[config.mk]
export PLATFORM = sky130hd
export DESIGN_NAME = dsp_seq_mul_add3
export DESIGN_NICKNAME = d
export VERILOG_FILES = /design/src/rtl/dsp_seq_pkg.sv /design/src/rtl/dsp_alu.sv /design/src/rtl/dsp_seq_mul_add3.sv
export SDC_FILE = /design/constraint.sdc
export NUM_CORES = 1
export LEC_CHECK = 0
export CORE_MARGIN = 3
export CORE_UTILIZATION = 39
export CTS_CLUSTER_DIAMETER = 120
export DETAILED_ROUTE_END_ITERATION = 8
export GPL_TIMING_DRIVEN = 0
export PLACE_DENSITY_LB_ADDON = 0.08
export SLEW_MARGIN = 20
export SYNTH_ARGS = -nofsm -noshare
export SYNTH_HDL_FRONTEND = slang
export SYNTH_SLANG_ARGS = --single-unit
[constraint.sdc]
create_clock -name clock -period 6.65 [get_ports clock]
set_input_delay 1.995 -clock clock [delete_from_list [all_inputs] [get_ports clock]]
set_output_delay 1.995 -clock clock [all_outputs]
set_load 0.1 [all_outputs]
[src/rtl/dsp_seq_pkg.sv]
// Shared types and constants for the time-multiplexed multiply-add datapath.
// Provides the ALU opcodes, the sequencer states and the default data width.
package dsp_seq_pkg;

  localparam int default_width = 8;

  typedef enum logic {
    OP_ADD = 1'b0,
    OP_MUL = 1'b1
  } alu_op_t;

  typedef enum logic [2:0] {
    IDLE = 3'd0,
    MUL  = 3'd1,
    ADD1 = 3'd2,
    ADD2 = 3'd3,
    ADD3 = 3'd4,
    DONE = 3'd5
  } state_t;

endpackage

[src/rtl/dsp_alu.sv]
// Combinational width-bit ALU shared by every step of the program.
// Results are modular 2^width, so signed and unsigned operands give the same bits.
module dsp_alu
  import dsp_seq_pkg::*;
#(
  parameter int width = default_width
) (
  input  alu_op_t          op,
  input  logic [width-1:0] x,
  input  logic [width-1:0] z,
  output logic [width-1:0] r
);

  // Select the multiplier or adder result; truncation happens through the result width.
  always_comb begin
    r = '0;
    case (op)
      OP_MUL:  r = x * z;
      OP_ADD:  r = x + z;
      default: r = '0;
    endcase
  end

endmodule

[src/rtl/dsp_seq_mul_add3.sv]
// Serial evaluation of y = (b*c + a) + (b*c + d) on one shared ALU,
// with valid/ready handshakes on both the operand and the result side.
module dsp_seq_mul_add3
  import dsp_seq_pkg::*;
#(
  parameter int width = default_width
) (
  input  logic             clock,
  input  logic             reset,
  input  logic             in_valid,
  output logic             in_ready,
  input  logic [width-1:0] a,
  input  logic [width-1:0] b,
  input  logic [width-1:0] c,
  input  logic [width-1:0] d,
  output logic             out_valid,
  input  logic             out_ready,
  output logic [width-1:0] y
);

  state_t           state_r;
  logic [width-1:0] a_r, b_r, c_r, d_r;
  logic [width-1:0] t0_r, t1_r, t2_r, y_r;
  logic             in_ready_r, out_valid_r;

  alu_op_t          alu_op_s;
  logic [width-1:0] alu_x_s, alu_z_s, alu_r_s;

  // Operand muxes: the state alone chooses which registers feed the ALU.
  always_comb begin
    alu_op_s = OP_ADD;
    alu_x_s  = '0;
    alu_z_s  = '0;
    case (state_r)
      MUL: begin
        alu_op_s = OP_MUL;
        alu_x_s  = b_r;
        alu_z_s  = c_r;
      end
      ADD1: begin
        alu_x_s = t0_r;
        alu_z_s = a_r;
      end
      ADD2: begin
        alu_x_s = t0_r;
        alu_z_s = d_r;
      end
      ADD3: begin
        alu_x_s = t1_r;
        alu_z_s = t2_r;
      end
      default: begin
        alu_op_s = OP_ADD;
        alu_x_s  = '0;
        alu_z_s  = '0;
      end
    endcase
  end

  dsp_alu #(.width(width)) u_alu (
    .op (alu_op_s),
    .x  (alu_x_s),
    .z  (alu_z_s),
    .r  (alu_r_s)
  );

  // Sequencer, operand capture, intermediates and registered handshake outputs.
  always_ff @(posedge clock) begin
    if (reset) begin
      state_r     <= IDLE;
      a_r         <= '0;
      b_r         <= '0;
      c_r         <= '0;
      d_r         <= '0;
      t0_r        <= '0;
      t1_r        <= '0;
      t2_r        <= '0;
      y_r         <= '0;
      in_ready_r  <= 1'b1;
      out_valid_r <= 1'b0;
    end else begin
      case (state_r)
        IDLE: begin
          if (in_valid) begin
            a_r        <= a;
            b_r        <= b;
            c_r        <= c;
            d_r        <= d;
            in_ready_r <= 1'b0;
            state_r    <= MUL;
          end
        end
        MUL: begin
          t0_r    <= alu_r_s;
          state_r <= ADD1;
        end
        ADD1: begin
          t1_r    <= alu_r_s;
          state_r <= ADD2;
        end
        ADD2: begin
          t2_r    <= alu_r_s;
          state_r <= ADD3;
        end
        ADD3: begin
          y_r         <= alu_r_s;
          out_valid_r <= 1'b1;
          state_r     <= DONE;
        end
        DONE: begin
          // Result is consumed here; the next operand set waits for IDLE.
          if (out_ready) begin
            out_valid_r <= 1'b0;
            in_ready_r  <= 1'b1;
            state_r     <= IDLE;
          end
        end
        default: begin
          in_ready_r  <= 1'b1;
          out_valid_r <= 1'b0;
          state_r     <= IDLE;
        end
      endcase
    end
  end

  assign in_ready  = in_ready_r;
  assign out_valid = out_valid_r;
  assign y         = y_r;

endmodule

# --- Yosys cells after proc, flatten, opt, wreduce, memory -nomap -nowiden ---
# Index checks and enable logic that the tools add are counted.
totals:
  regBits: 69
  ram_bits: 0
  rom_bits: 0
  word_cells: 43
  n_memories: 0
  latchBits: 0
classes:
  n_div: 0
  add_sub_neg: 1
  reduce_logical: 8
  multipliers: 1
  n_lt_le_gt_ge: 0
  n_mux: 12
  n_shift: 0
  eq_ne: 7
  bitwise_logic: 3
ops:
  columns: ["operator", "count"]
  rows:
  - ["one-hot mux 8 bit (4 select lines)", 1]
  - ["one-hot mux 8 bit (3 select lines)", 1]
  - ["one-hot mux 3 bit (6 select lines)", 1]
  - ["one-hot mux 8 bit (2 select lines)", 1]
  - ["adder 8 bit", 1]
  - ["multiplier 8 x 8 -> 8 bit", 1]
  - ["OR reduction 4 bit", 2]
  - ["== test 3 x 2 -> 1 bit (second input constant)", 2]
  - ["== test 3 bit (second input constant)", 2]
  - ["two-way mux 3 bit", 2]
  - ["one-hot mux 1 bit (3 select lines)", 2]
  - ["AND reduction 2 bit", 3]
  - ["two-way mux 1 bit", 4]
  - ["!= test 2 bit (second input constant)", 2]
  - ["== test 3 x 1 -> 1 bit (second input constant)", 1]
  - ["zero test 3 bit", 1]
  - ["NOT 1 bit", 3]
  - ["AND reduction 3 bit", 1]
  - ["OR reduction 2 bit", 1]

# --- Depth between registers and ports, before layout ---
# Gate-level depths: netlist (run 1).
depth:
  word_depth: 5
  depth_mapped: 22
  mapped_depth_nobuf: 21

# --- Hierarchy ---
# A second synthesis (run 1) with hierarchy kept.
hier_totals:
  cells_unflattened: 530
  area_unflattened_um2: 4107.7
modules_own_cells:
  columns: ["mod", "instances", "cells_per_inst", "area_per_inst_um2"]
  rows:
  - ["dsp_seq_mul_add3", 1, 372, 2866.5]
  - ["dsp_alu", 1, 158, 1241.2]

# --- Worst setup path before layout (run 1) ---
# OpenSTA, ideal clock, no wires.
synth_timing:
  path_type: "register to register"
  start: "reg state_r[1]"
  end: "reg t0_r[7]"
  arrival_ns: 4.806
  n_path_buf: 3
  period_less_slack_ns: 4.936
  setup_slack_ns: 1.714
  setup_ns: 0.131
  required_time_ns: 6.519
  path_stages_with_launch: 22
  path_cell_list: "dfxtp_1 > buf_6 > buf_6 > buf_4 > a22o_1 > a22oi_1 > nor2_1 > ha_1 > fa_1 > fa_1 > ha_1 > inv_1 > fa_1 > inv_1 > ha_1 > a21o_1 > a21oi_1 > xnor2_1 > xnor3_1 > xnor3_1 > nand2_1 > a21oi_2"
synth_between:
  elab_chain_cells: 5
synth_lines:
  columns: ["item", "line", "rtl"]
  rows:
  - ["start, declared", "dsp_seq_mul_add3.sv:21", "state_t state_r;"]
  - ["start signal, assigned", "dsp_seq_mul_add3.sv:70", "state_r <= IDLE;"]
  - ["start signal, assigned", "dsp_seq_mul_add3.sv:90", "state_r <= MUL;"]
  - ["start signal, assigned", "dsp_seq_mul_add3.sv:95", "state_r <= ADD1;"]
  - ["== test 3 x 2 -> 1 bit", "dsp_seq_mul_add3.sv:34", "case (state_r)"]
  - ["OR reduction 2 bit (no source line)", null, null]
  - ["one-hot mux 8 bit (3 select lines)", "dsp_seq_mul_add3.sv:34", null]
  - ["multiplier 8 x 8 -> 8 bit / adder 8 bit (equally long branches)", "dsp_alu.sv:18, dsp_alu.sv:19", null]
  - ["one-hot mux 8 bit (2 select lines)", "dsp_alu.sv:17", "case (op)"]
  - ["end signal, assigned", "dsp_seq_mul_add3.sv:94", "t0_r <= alu_r_s;"]
  - ["end, declared", "dsp_seq_mul_add3.sv:23", "logic [width-1:0] t0_r, t1_r, t2_r, y_r;"]
# Several ways; a longest one is shown, not always the timed one.
# A chain may end at the register's enable or synchronous reset.

# --- Worst setup path after layout (run 1) ---
# Ends and elaborated chain as after synthesis.

==> impl_metrics.ini, run 1 <==
[yosys]
synthesis.nets = 569
syn_area_per_cell_um2 = 8.391
synth_top_family_by_area = simple AND/OR/NAND/NOR gates
synthAdderAreaFrac = 0.1314
synth_top_cell_by_area = dfxtp_1
netlist_instances = 497
synth_area_mm2 = 0.004170
synth_enable_flop_cells = 0
yosysMostFrequentCell = nand2_1
synth_xor_xnor_area_share = 0.05071
synthSimpleGateAreaFrac = 0.2055
synthTopCellsByCount = nand2_1 (97), dfxtp_1 (69), nor2_1 (52)
yosysWarnings = 0
yosys-mux-area-fraction = 0.03360
synth_top_area_share = 0.3312
synth_area_leaders = dfxtp_1 (33%), nand2_1 (8.7%), ha_1 (6.9%)
synthArstFlopShare = 0
synth_ff_type = dfxtp_1
ys_ff_latch = 69
synth_compound_area_frac = 0.1767
yosysUniqueCellTypes = 57
synth_seq_area_share = 0.3312

[global_routing]
grt_pass1_wl_mm = 18.66
grt_overflow = 0
antenna_found_initial = 0
grtUsageTotal = 0.2064
grt_max_degree = 13
grt_pass1_vias = 3540

[floorplan]
die_h_um = 109.4
core_mm2 = 0.01037
rows = 37
initial_core_util = 0.4021
io_pins = 46
dieArea_mm2 = 0.01197
die_w_um = 109.4

[route]
dr.pass1.iters = 4
drt_wl_total_mm = 11.50
drt_iter0_drc = 153
antenna_left = 0
vias = 3487
drcViolationCount = 0
drt-wirelength-per-cell_um = 16.61
routed_via_density = 5.039

[cells_and_area]
multi_input_area_mm2 = 0.002494
n_fill_cell = 1078
seq_area_mm2 = 0.001381
diodes = 0
syn2layout_area_growth_pct = 20.49
drive_gt1_frac = 0.09532
fin_nets = 624

[clock_network]
cts.clk_slew.worst_paths_ns = 0.08
htreeDepth = 3
ctsResizeCount = 0
cts_root_buf = clkbuf_8
tritoncts = yes
cts_buffers = 9
postCtsHoldBufs = 0
clk_latency_ns = 0.35
cts.sinks = 69
ctsLongestPathBuffers = 2
cts_setup_buffers = 0

[power_and_ir_drop]
max-vdd-ir-drop_mv = 0.1326
cellPowerDensity_mw_per_mm2 = 215.9
p_leak_uw = 0.002030

[critical_path]
r2r_slack_ns = 1.10
crit_required_ns = 6.85
arrival_ns = 5.75
worstSetupStartpointType = flip-flop
end_kind = flip-flop
crit_fanout = 10
critical_path_class = flip-flop to flip-flop

[timing]
worstMarginPinSlew_ns = 0.9728
whs_ns = 0.4598
setup_tns_ns = 0
finalSetupViolCount = 0
drv_slew = 0
period_share = 0.8345
clock-skew-final_ns = 0.01167
min_period_ns = 5.549
hold_violations = 0
relSlewSlack = 0.3495
rsz0062_at_grt = false
fmax_ghz = 0.1802

[outcome]
status = complete, no violations

[hold_path]
hp-class = flip-flop to flip-flop

[place]
gp_congestion = 0.8754
portBuffers = 44
place_hpwl_mm = 9.241

[job]
maxCapViolCount = 0
[per-layer routing]
metal  routed length [µm]  track usage  up-vias  share of wire
met1                 5210       0.2662     1618           0.45
met2                 5560       0.3383       71           0.48
met5                    0            0        -              0
li1                     -            -     1780              -
met3                  520      0.04169       18          0.045
met4                  204      0.08192        0          0.018
[stage by stage]
step                instance area [µm²]  setup WS, ns  total power [µW]  utilization  cells
finish                             5025         1.101              1085       0.4846    692
CTS                                5025         1.105              1094       0.4846    692
global route                       5025        0.8590              1133       0.4846    692
detailed placement                 4781         1.168             673.6       0.4610    677
global placement                   4781         1.157             671.5       0.4610    677
floorplan                          4170         1.714             599.8            -    497
[final timing paths]
path | to | start | cells after the start
setup / recovery | t0_r[7] | state_r[1] | 21
setup reg to reg | t0_r[7] | state_r[1] | 21
hold / removal | a_r[6] | a_r[6] | 2
hold reg to reg | a_r[6] | a_r[6] | 2
[flip-flops by register name, indices dropped and copies added (netlist names)]
name,cells
a_r,8
t0_r,8
c_r,8
in_ready,1
d_r,8
y,8
b_r,8
state_r,3
t2_r,8
t1_r,8
out_valid,1
[cells in the final DEF, fill, tap and decap left out, types with 4 or more instances in the layout]
| cell type | Yosys | layout |
|---|---|---|
| a211oi_1 | 19 | 19 |
| a21o_1 | 4 | 4 |
| a21oi_1 | 47 | 47 |
| a22oi_1 | 5 | 5 |
| buf_6 | 5 | 5 |
| clkbuf_1 | 18 | 18 |
| clkbuf_8 | 0 | 10 |
| clkdlybuf4s50_1 | 0 | 44 |
| dfxtp_1 | 69 | 69 |
| fa_1 | 13 | 13 |
| ha_1 | 23 | 23 |
| inv_1 | 36 | 36 |
| mux2_2 | 4 | 4 |
| mux2i_1 | 8 | 8 |
| nand2_1 | 97 | 97 |
| nand4bb_1 | 4 | 4 |
| nor2_1 | 52 | 52 |
| nor2b_1 | 5 | 5 |
| o21ai_0 | 4 | 4 |
| xnor2_1 | 17 | 17 |
[critical path, stage by stage, from the launching register on]
cell and delay (ns):
dfxtp_1 0.42, buf_6 0.17, buf_6 0.16, buf_4 0.19, mux2_2 0.35, nand2_1 0.16, nand3_1 0.18, ha_1 0.27
fa_1 0.41, fa_1 0.49, ha_1 0.28, inv_1 0.05, fa_1 0.53, inv_1 0.04, ha_1 0.33, a21o_1 0.21
a21oi_1 0.21, xnor2_1 0.16, xnor3_1 0.22, xnor3_1 0.37, nand2_1 0.12, a21oi_2 0.07
[cells by family after synthesis]
group                      Yosys count
AOI/OAI and AO/OA                  107
xor gates and xnor gates            21
adders and majority gates           36
buffers and inverters               66
DFF                                 69
muxes                               13
and+or+nand+nor                    185
[area by class of cell]
cell class	instances	area share
sequential	69	0.2749
buffer	27	0.02963
clock buffer	10	0.02739
timing repair buffer	44	0.08765
inverter	39	0.02913
tap	136	0.03386
multi-input combinational	362	0.4963
clock inverter	5	0.02117
[power by group]
part	leakage, µW	total [µW]	internal [µW]	switching (µW)
Combinational	0.00135	205	78.0	127
Sequential	0.000562	458	439	18.4
Clock	0.000119	422	259	163
Total	0.00203	1080	776	309
No activity file was read; power rests on OpenSTA's default activity.
==> run 2, diff against run 1 <==
clock period = 5.5 ns   (was 6.65 ns; I/O delays follow)
==> impl_metrics.ini, run 2 (same netlist as run 1, synthesis figures left out) <==
[power_and_ir_drop]
max-vdd-ir-drop_mv = 0.1601
cellPowerDensity_mw_per_mm2 = 259.4
p_leak_uw = 0.002058
p_int_uw = 941.5
seqPwrFrac = 0.420
switching_share = 0.2862
netSwitchingPower_uw = 377.4
combPwrFrac = 0.192
clockPowerShare = 0.388
power_uw = 1319

[place]
portBuffers = 44
place_hpwl_mm = 9.241
dp.cells = 677
gp_congestion = 0.8754

[hold_path]
holdPathEnd = a_r[6]
min-delay-start = a_r[6]
hp-class = flip-flop to flip-flop
holdPathStages = 2

[global_routing]
grt_pass1_wl_mm = 18.69
grtUsageTotal = 0.2067
grt_max_degree = 13
antenna_found_initial = 0
grt_overflow = 0
grt_pass1_vias = 3551

[route]
dr.pass1.iters = 6
drt-wirelength-per-cell_um = 16.64
drt_wl_total_mm = 11.57
routed_via_density = 5.083
antenna_left = 0
drt_iter0_drc = 171
drcViolationCount = 0
vias = 3533

[floorplan]
dieArea_mm2 = 0.01197
io_pins = 46
initial_core_util = 0.4021
core_mm2 = 0.01037
rows = 37
die_h_um = 109.4
die_w_um = 109.4

[cells_and_area]
multi_input_area_mm2 = 0.002526
final_cell_mix = nand2_1 (96), dfxtp_1 (68), nor2_1 (52), a21oi_1 (45), clkdlybuf4s50_1 (44)
drive_gt1_frac = 0.1127
fin_nets = 627
final_common_cell = nand2_1
finalNonFillerCells = 695
diodes = 0
seq_area_mm2 = 0.001383
n_fill_cell = 1073
syn2layout_area_growth_pct = 21.90

[clock_network]
cts.clk_slew.worst_paths_ns = 0.08
tritoncts = yes
ctsLongestPathBuffers = 2
htreeDepth = 3
cts_buffers = 9
cts_root_buf = clkbuf_8
clk_latency_ns = 0.35
cts.sinks = 69

[critical_path]
crit_fanout = 10
critical_path_class = flip-flop to flip-flop
crit_required_ns = 5.70
worstRegToRegCells = 19
r2r-end = t0_r[7]
worstSetupStartpointType = flip-flop
end_kind = flip-flop
r2r_slack_ns = 0.27
arrival_ns = 5.44
r2r-start = state_r[1]

[timing]
whs_ns = 0.4611
period_share = 0.9512
rsz0062_at_grt = false
clock-skew-final_ns = 0.01031
relSlewSlack = 0.3495
worstMarginPinSlew_ns = 0.9728
setup_tns_ns = 0
hold_violations = 0
drv_slew = 0
finalSetupViolCount = 0
fmax_ghz = 0.1912
min_period_ns = 5.231

[job]
maxCapViolCount = 0

[outcome]
status = complete, no violations
[run 2: per-layer routing]
| metal | global-route usage | share of wire | vias up | routed length, µm |
|---|---|---|---|---|
| li1 | - | - | 1790 | - |
| met1 | 0.2662 | 0.46 | 1657 | 5332 |
| met2 | 0.3391 | 0.47 | 63 | 5486 |
| met3 | 0.04169 | 0.039 | 23 | 451 |
| met4 | 0.08192 | 0.025 | 0 | 294 |
| met5 | 0 | 0 | - | 0 |
[run 2: worst max-delay path, stage by stage (launching register included)]
cell and delay [ns]:
dfxtp_2 0.37, buf_6 0.16, mux2_2 0.34, a22oi_1 0.33, o21ai_2 0.16, and2_1 0.22, fa_1 0.46, fa_1 0.49
ha_1 0.28, inv_1 0.05, fa_1 0.53, inv_1 0.04, ha_1 0.33, a21o_1 0.22, a21oi_2 0.16, xnor2_1 0.14
xnor3_1 0.22, xnor3_1 0.38, nand2_1 0.11, a21oi_2 0.06
[run 2: power groups by stage]
stage,Combinational (µW),Clock [µW],Sequential (µW)
CTS,250,519,554
global route,281,536,557
floorplan,150,0,575
finish,253,512,554
global placement,247,0,565
detailed placement,249,0,566
[run 2: area by class of cell]
type	instances	share of cell area
buffer	26	0.02830
clock buffer	10	0.02707
clock inverter	5	0.02092
inverter	39	0.02880
multi-input combinational	362	0.4969
sequential	69	0.2720
tap	136	0.03347
timing repair buffer	48	0.09254
[run 2: stage by stage]
stage / worst slack [ns] / util / cell area [µm²]
5_1_grt: 0.01634 / 0.4902 / 5084
2_1_floorplan: 0.5635 / - / 4170
4_1_cts: 0.01212 / 0.4847 / 5026
3_3_place_gp: 0.006619 / 0.4610 / 4781
3_5_place_dp: 0.01758 / 0.4610 / 4781
6_report: 0.2686 / 0.4902 / 5084
[run 2: repair_timing]
action	4_1_cts	5_1_grt
buffers inserted	0	4
pin swaps	0	1
hold buffers	0	0
resized for setup	1	8
setup endpoints to repair	1	1
[run 2: how the worst max path moves through the flow]
stage | start | endpoint | cells past startpoint
after detailed placement | state_r[1] | t0_r[7] | 21
after CTS | state_r[1] | t0_r[7] | 21
after global routing | state_r[0] | t0_r[7] | 21
final | state_r[1] | t0_r[7] | 19
after floorplan | state_r[1] | t0_r[7] | 21
after global placement | state_r[1] | t0_r[7] | 21
